$ cat src/rtl/instr_encoder_pkg.sv
// Shared definitions for the instruction encoder: format codes, opcodes
// and the immediate ranges each format can represent.
package instr_encoder_pkg;

  typedef enum logic [2:0] {
    FMT_R = 3'd0,
    FMT_I = 3'd1,
    FMT_S = 3'd2,
    FMT_B = 3'd3,
    FMT_U = 3'd4,
    FMT_J = 3'd5
  } fmt_e;

  localparam logic [6:0] OP_OP     = 7'h33;
  localparam logic [6:0] OP_IMM    = 7'h13;
  localparam logic [6:0] OP_STORE  = 7'h23;
  localparam logic [6:0] OP_BRANCH = 7'h63;
  localparam logic [6:0] OP_LUI    = 7'h37;
  localparam logic [6:0] OP_JAL    = 7'h6F;

  localparam int IMM12_MIN = -2048;
  localparam int IMM12_MAX = 2047;
  localparam int IMM13_MIN = -4096;
  localparam int IMM13_MAX = 4094;
  localparam int IMM21_MIN = -1048576;
  localparam int IMM21_MAX = 1048574;

  function automatic logic in_range(input logic [31:0] v, input int lo, input int hi);
    return ($signed(v) >= lo) && ($signed(v) <= hi);
  endfunction

endpackage

$ cat src/rtl/instr_encoder_imm_packer.sv
// Combinational packer: scatters fields and immediate bits into a 32-bit
// instruction word and flags immediates the chosen format cannot hold.
module imm_packer
  import instr_encoder_pkg::*;
(
  input  logic [2:0]  fmt,
  input  logic [6:0]  opcode,
  input  logic [4:0]  rd,
  input  logic [4:0]  rs1,
  input  logic [4:0]  rs2,
  input  logic [2:0]  funct3,
  input  logic [6:0]  funct7,
  input  logic [31:0] imm32,
  output logic [31:0] instr,
  output logic        illegal
);

  always_comb begin
    instr   = '0;
    illegal = 1'b0;
    case (fmt)
      FMT_R: instr = {funct7, rs2, rs1, funct3, rd, opcode};
      FMT_I: begin
        instr   = {imm32[11:0], rs1, funct3, rd, opcode};
        illegal = !in_range(imm32, IMM12_MIN, IMM12_MAX);
      end
      FMT_S: begin
        instr   = {imm32[11:5], rs2, rs1, funct3, imm32[4:0], opcode};
        illegal = !in_range(imm32, IMM12_MIN, IMM12_MAX);
      end
      FMT_B: begin
        instr   = {imm32[12], imm32[10:5], rs2, rs1, funct3, imm32[4:1], imm32[11], opcode};
        illegal = !in_range(imm32, IMM13_MIN, IMM13_MAX) || imm32[0];
      end
      FMT_U: begin
        instr   = {imm32[31:12], rd, opcode};
        illegal = (imm32[11:0] != 12'd0);
      end
      FMT_J: begin
        instr   = {imm32[20], imm32[10:1], imm32[11], imm32[19:12], rd, opcode};
        illegal = !in_range(imm32, IMM21_MIN, IMM21_MAX) || imm32[0];
      end
      default: illegal = 1'b1;
    endcase
  end

endmodule

$ cat src/rtl/instr_encoder.sv
// Streaming instruction encoder: one-deep output register with handshake,
// word-address counter and a saturating count of dropped illegal requests.
module instr_encoder
  import instr_encoder_pkg::*;
#(
  parameter int DEPTH  = 256,
  parameter int ADDR_W = 8
) (
  input  logic              clk,
  input  logic              rst_n,
  input  logic              clear,
  input  logic              in_valid,
  output logic              in_ready,
  input  logic [2:0]        fmt,
  input  logic [6:0]        opcode,
  input  logic [4:0]        rd,
  input  logic [4:0]        rs1,
  input  logic [4:0]        rs2,
  input  logic [2:0]        funct3,
  input  logic [6:0]        funct7,
  input  logic [31:0]       imm32,
  output logic              out_valid,
  input  logic              out_ready,
  output logic [31:0]       out_instr,
  output logic [ADDR_W-1:0] out_addr,
  output logic              err_pulse,
  output logic [7:0]        err_cnt
);

  logic [31:0]       packed_instr;
  logic              illegal;
  logic              accept;
  logic              handshake;

  logic              out_valid_reg, out_valid_next;
  logic [31:0]       out_instr_reg, out_instr_next;
  logic [ADDR_W-1:0] out_addr_reg, out_addr_next;
  logic              err_pulse_reg, err_pulse_next;
  logic [7:0]        err_cnt_reg, err_cnt_next;

  imm_packer u_packer (
    .fmt     (fmt),
    .opcode  (opcode),
    .rd      (rd),
    .rs1     (rs1),
    .rs2     (rs2),
    .funct3  (funct3),
    .funct7  (funct7),
    .imm32   (imm32),
    .instr   (packed_instr),
    .illegal (illegal)
  );

  assign in_ready  = !clear && (!out_valid_reg || out_ready);
  assign accept    = in_valid && in_ready;
  assign handshake = out_valid_reg && out_ready;

  always_comb begin
    out_valid_next = out_valid_reg;
    out_instr_next = out_instr_reg;
    out_addr_next  = out_addr_reg;
    err_pulse_next = 1'b0;
    err_cnt_next   = err_cnt_reg;
    if (clear) begin
      // Flush wins over everything; a word dropped here never advances the address.
      out_valid_next = 1'b0;
      out_addr_next  = '0;
      err_cnt_next   = '0;
    end else begin
      if (handshake) begin
        out_valid_next = 1'b0;
        out_addr_next  = (out_addr_reg == ADDR_W'(DEPTH - 1)) ? '0 : out_addr_reg + ADDR_W'(1);
      end
      if (accept && !illegal) begin
        out_valid_next = 1'b1;
        out_instr_next = packed_instr;
      end
      if (accept && illegal) begin
        err_pulse_next = 1'b1;
        if (err_cnt_reg != 8'hFF) err_cnt_next = err_cnt_reg + 8'd1;
      end
    end
  end

  always_ff @(posedge clk or negedge rst_n) begin
    if (!rst_n) begin
      out_valid_reg <= 1'b0;
      out_instr_reg <= '0;
      out_addr_reg  <= '0;
      err_pulse_reg <= 1'b0;
      err_cnt_reg   <= '0;
    end else begin
      out_valid_reg <= out_valid_next;
      out_instr_reg <= out_instr_next;
      out_addr_reg  <= out_addr_next;
      err_pulse_reg <= err_pulse_next;
      err_cnt_reg   <= err_cnt_next;
    end
  end

  assign out_valid = out_valid_reg;
  assign out_instr = out_instr_reg;
  assign out_addr  = out_addr_reg;
  assign err_pulse = err_pulse_reg;
  assign err_cnt   = err_cnt_reg;

endmodule
$ cat config.mk
export PLATFORM = sky130hd
export DESIGN_NAME = instr_encoder
export DESIGN_NICKNAME = d
export VERILOG_FILES = /design/src/rtl/instr_encoder_pkg.sv /design/src/rtl/instr_encoder_imm_packer.sv /design/src/rtl/instr_encoder.sv
export SDC_FILE = /design/constraint.sdc
export NUM_CORES = 1
export LEC_CHECK = 0
export CAP_MARGIN = 20
export CORE_AREA = 2 2 77 94
export DETAILED_ROUTE_END_ITERATION = 10
export DIE_AREA = 0 0 79 96
export PLACE_DENSITY = 0.81
export SKIP_CTS_REPAIR_TIMING = 1
export SYNTH_ARGS = -nofsm -noshare
export SYNTH_HDL_FRONTEND = slang
export SYNTH_HIERARCHICAL = 1
export SYNTH_SLANG_ARGS = --single-unit
$ cat constraint.sdc
create_clock -name clk -period 2.85 [get_ports clk]
set_input_delay 0.4275 -clock clk [delete_from_list [all_inputs] [get_ports clk]]
set_output_delay 0.4275 -clock clk [all_outputs]
set_load 0.01 [all_outputs]
==> summary.md <==
| Metric | Value |
|---|---|
| Top_reg_cell synth | dfrtp_1 |
| Number of iterations in the first detailed-routing pass | 5 |
| Die Area | 7584 um2 |
| Cell Pwr Density | 502.8 nW/um2 |
| Top-count cell post-synth | dfrtp_1 |
| Period utilization | 91.43% |
| Drt first-iter violations | 115 |
| Post-synth top area cell | dfrtp_1 |
| DRC errors left | 0 |
| Num rows | 33 |
| Relative slew slack | 49.96% |
| Post-Synthesis Cells | 300 |
| EDFF count, synth | 0 |
| Tot GR Track Use | 23.01% |
| Diodes inserted | 0 |
| FMAX | 0.3838 GHz |
| Share of cells above drive strength 1 | 21.06% |
| Clock slew at reported path FFs | 90 ps |
| Fin. max-slew vios | 0 |
| Clk_lat worst skew | 290 ps |
| Via count | 2972 |
| Clock skew | 10.38 ps |
| Die width | 79 um |
| Netlist Area Pre-Place | 3077 um2 |
| CTS Buffer Depth | 2 |
| #FFs+latches synth | 50 |
| Worst hold slack | 229.8 ps |
| Starting Density | 46.00% |
| Post-synthesis async set-or-reset flop share | 100.0% |
| Crit path time final | 2606 ps |
| Critical path's slowest cell | clkdlybuf4s50_1 |
| First-pass GRT wire length | 13880 um |
| Worst path max stage delay | 530 ps |
| Core area | 6689 um2 |
| IO Port Bufs | 122 |
| Post-DP HPWL | 6696 um |
| Vias/cell | 5.524 |
| Pwr Total | 2.386 mW |
| Clock buffer count from CTS | 5 |
| WL/cell | 15.70 um |
| GRT overflow | 0 |
| Status | complete, no violations |
| Final Hold Viols | 0 |
| Max reg flops | 32 |
| Arrival @ worst endpoint | 2830 ps |
| Max Cap Viol | 0 |
| Peak fanout along the critical path | 4 |
| Final setup viols | 0 |
| Reg2Reg Setup Slack | 1050 ps |
| Worst-Margin Slew | 749.0 ps |
| Static leakage | 2.039 nW |
| Crit-path cells | clkdlybuf4s50_1 > nand4_1 > nor3_2 > o21a_2 > a22oi_1 > o31ai_1 > buf_4 > nand4_2 > or4_1 > a21oi_1 |
| CTS Sinks | 50 |
| Nets@finish | 524 |
| Top-area cell type share of the netlist area | 40.67% |
| Mean area per synthesized cell | 10.26 um2 |
| Critical Path Sink Type | flip-flop |
| DRT Wirelength | 8448 um |
| Worst min-delay path category | primary input to async pin |
| Final ANT Viol Nets | 0 |
| Largest net degree at the start of global routing | 51 |
| Commonest cells in the netlist | dfrtp_1, mux2_4, nand2_1 |
| Root Buffer | clkbuf_8 |
| I/O pin total | 123 |
| Fillers | 530 |
| Synth unique cells | 53 |
| Synth area leaders | dfrtp_1, mux2_4, a22oi_1 |
| RSZ-0062 raised after global routing | no |
| GP Congestion | 0.9275 |
| Post-Syn Nets | 374 |
| CTS tree | yes |
| Final Util | 70.95% |
| H-Tree Depth | 2 |
| Sequential share of the synthesized area | 40.67% |
| Vias in the first global route | 2891 |
| Setup TNS | 0 ps |
| Floorplan die height | 96 um |
| Startpoint types | primary input |
| Classification of the worst setup path | primary input to flip-flop |
| Max VDD drop | 262.7 uV |
| Area grow syn2layout | 54.25% |
| Initial antenna violation count | 0 |
| Synth warn | 6 |
| WP data required | 3070 ps |
## path summary, 6_finish.rpt
kind / start / cells past startpoint / to
setup / recovery: imm32[11] / 10 / err_cnt[3]
hold reg to reg: out_instr[25] / 1 / out_instr[25]
hold / removal: rst_n / 2 / out_instr[15]
max in group asynchronous: rst_n / 2 / out_addr[1]
min in group clk: out_instr[25] / 1 / out_instr[25]
setup reg to reg: err_cnt[0] / 5 / err_cnt[3]
## cell usage in the layout, fill, tap and decap left out, drive strengths merged, types with 2 or more instances in the layout
master,Yosys,final
o22ai,7,7
nand3,12,12
a22o,6,6
a21o,3,3
mux2,36,36
or4,2,2
and3,4,4
xor2,2,2
buf,13,39
o31ai,3,3
nor2b,2,2
ha,2,2
clkbuf,4,6
and2,10,10
mux2i,3,3
nor4,7,7
dfrtp,50,50
clkdlybuf4s50,0,121
nor2,9,9
a22oi,17,17
o211ai,2,2
nand2,29,29
a21oi,9,9
nor4b,3,3
inv,11,11
nand4,12,12
and4,2,2
nor3,8,8
o21ai,18,18
bufinv,0,2
## critical path: cells and delay by family
family                 cells  cell delay [ps]
buffers and inverters      2              710
AND/OR/NAND/NOR            4             1020
AO/OA/AOI/OAI              4              660
## stage by stage
stage	setup slack (ps)	area [um2]	std cells
floorplan	600.4	3077	300
global placement	27.38	4603	530
detailed placement	-72.52	4603	530
CTS	238.3	4746	538
global route	56.87	4746	538
finish	244.2	4746	538
## layer usage
layer  vias up  routed length, um  track usage, %
li1       1419                  -               -
met1      1418               3348           27.83
met2       123               4463           42.02
met3        12                514           4.315
met4         0                122           6.034
met5         -                  0               0
## where the power goes
| part | internal [mW] | switching (mW) |
|---|---|---|
| clock network | 0.374 | 0.229 |
| registers | 0.845 | 0.0912 |
| logic | 0.556 | 0.291 |
| total | 1.78 | 0.611 |
## cell families after synthesis
| group | after synthesis | share of synthesized area [%] |
|---|---|---|
| compound gates | 74 | 16.19 |
| xor+xnor | 3 | 0.8542 |
| fa+ha+maj | 2 | 0.8132 |
| buf+inv | 28 | 4.920 |
| flops | 50 | 40.67 |
| mux | 39 | 17.69 |
| simple gates | 104 | 18.87 |
## cell type report
class / instances / area, um2 / share of cell area [%]
Clock buffer: 6 / 82.58 / 1.740
Multi-Input combinational cell: 222 / 1675 / 35.30
Inverter: 11 / 41.29 / 0.8700
Sequential cell: 50 / 1251 / 26.36
Timing Repair Buffer: 160 / 1526 / 32.16
Tap cell: 87 / 108.9 / 2.294
Clock inverter: 2 / 60.06 / 1.265
(Power assumes the default switching activity.)
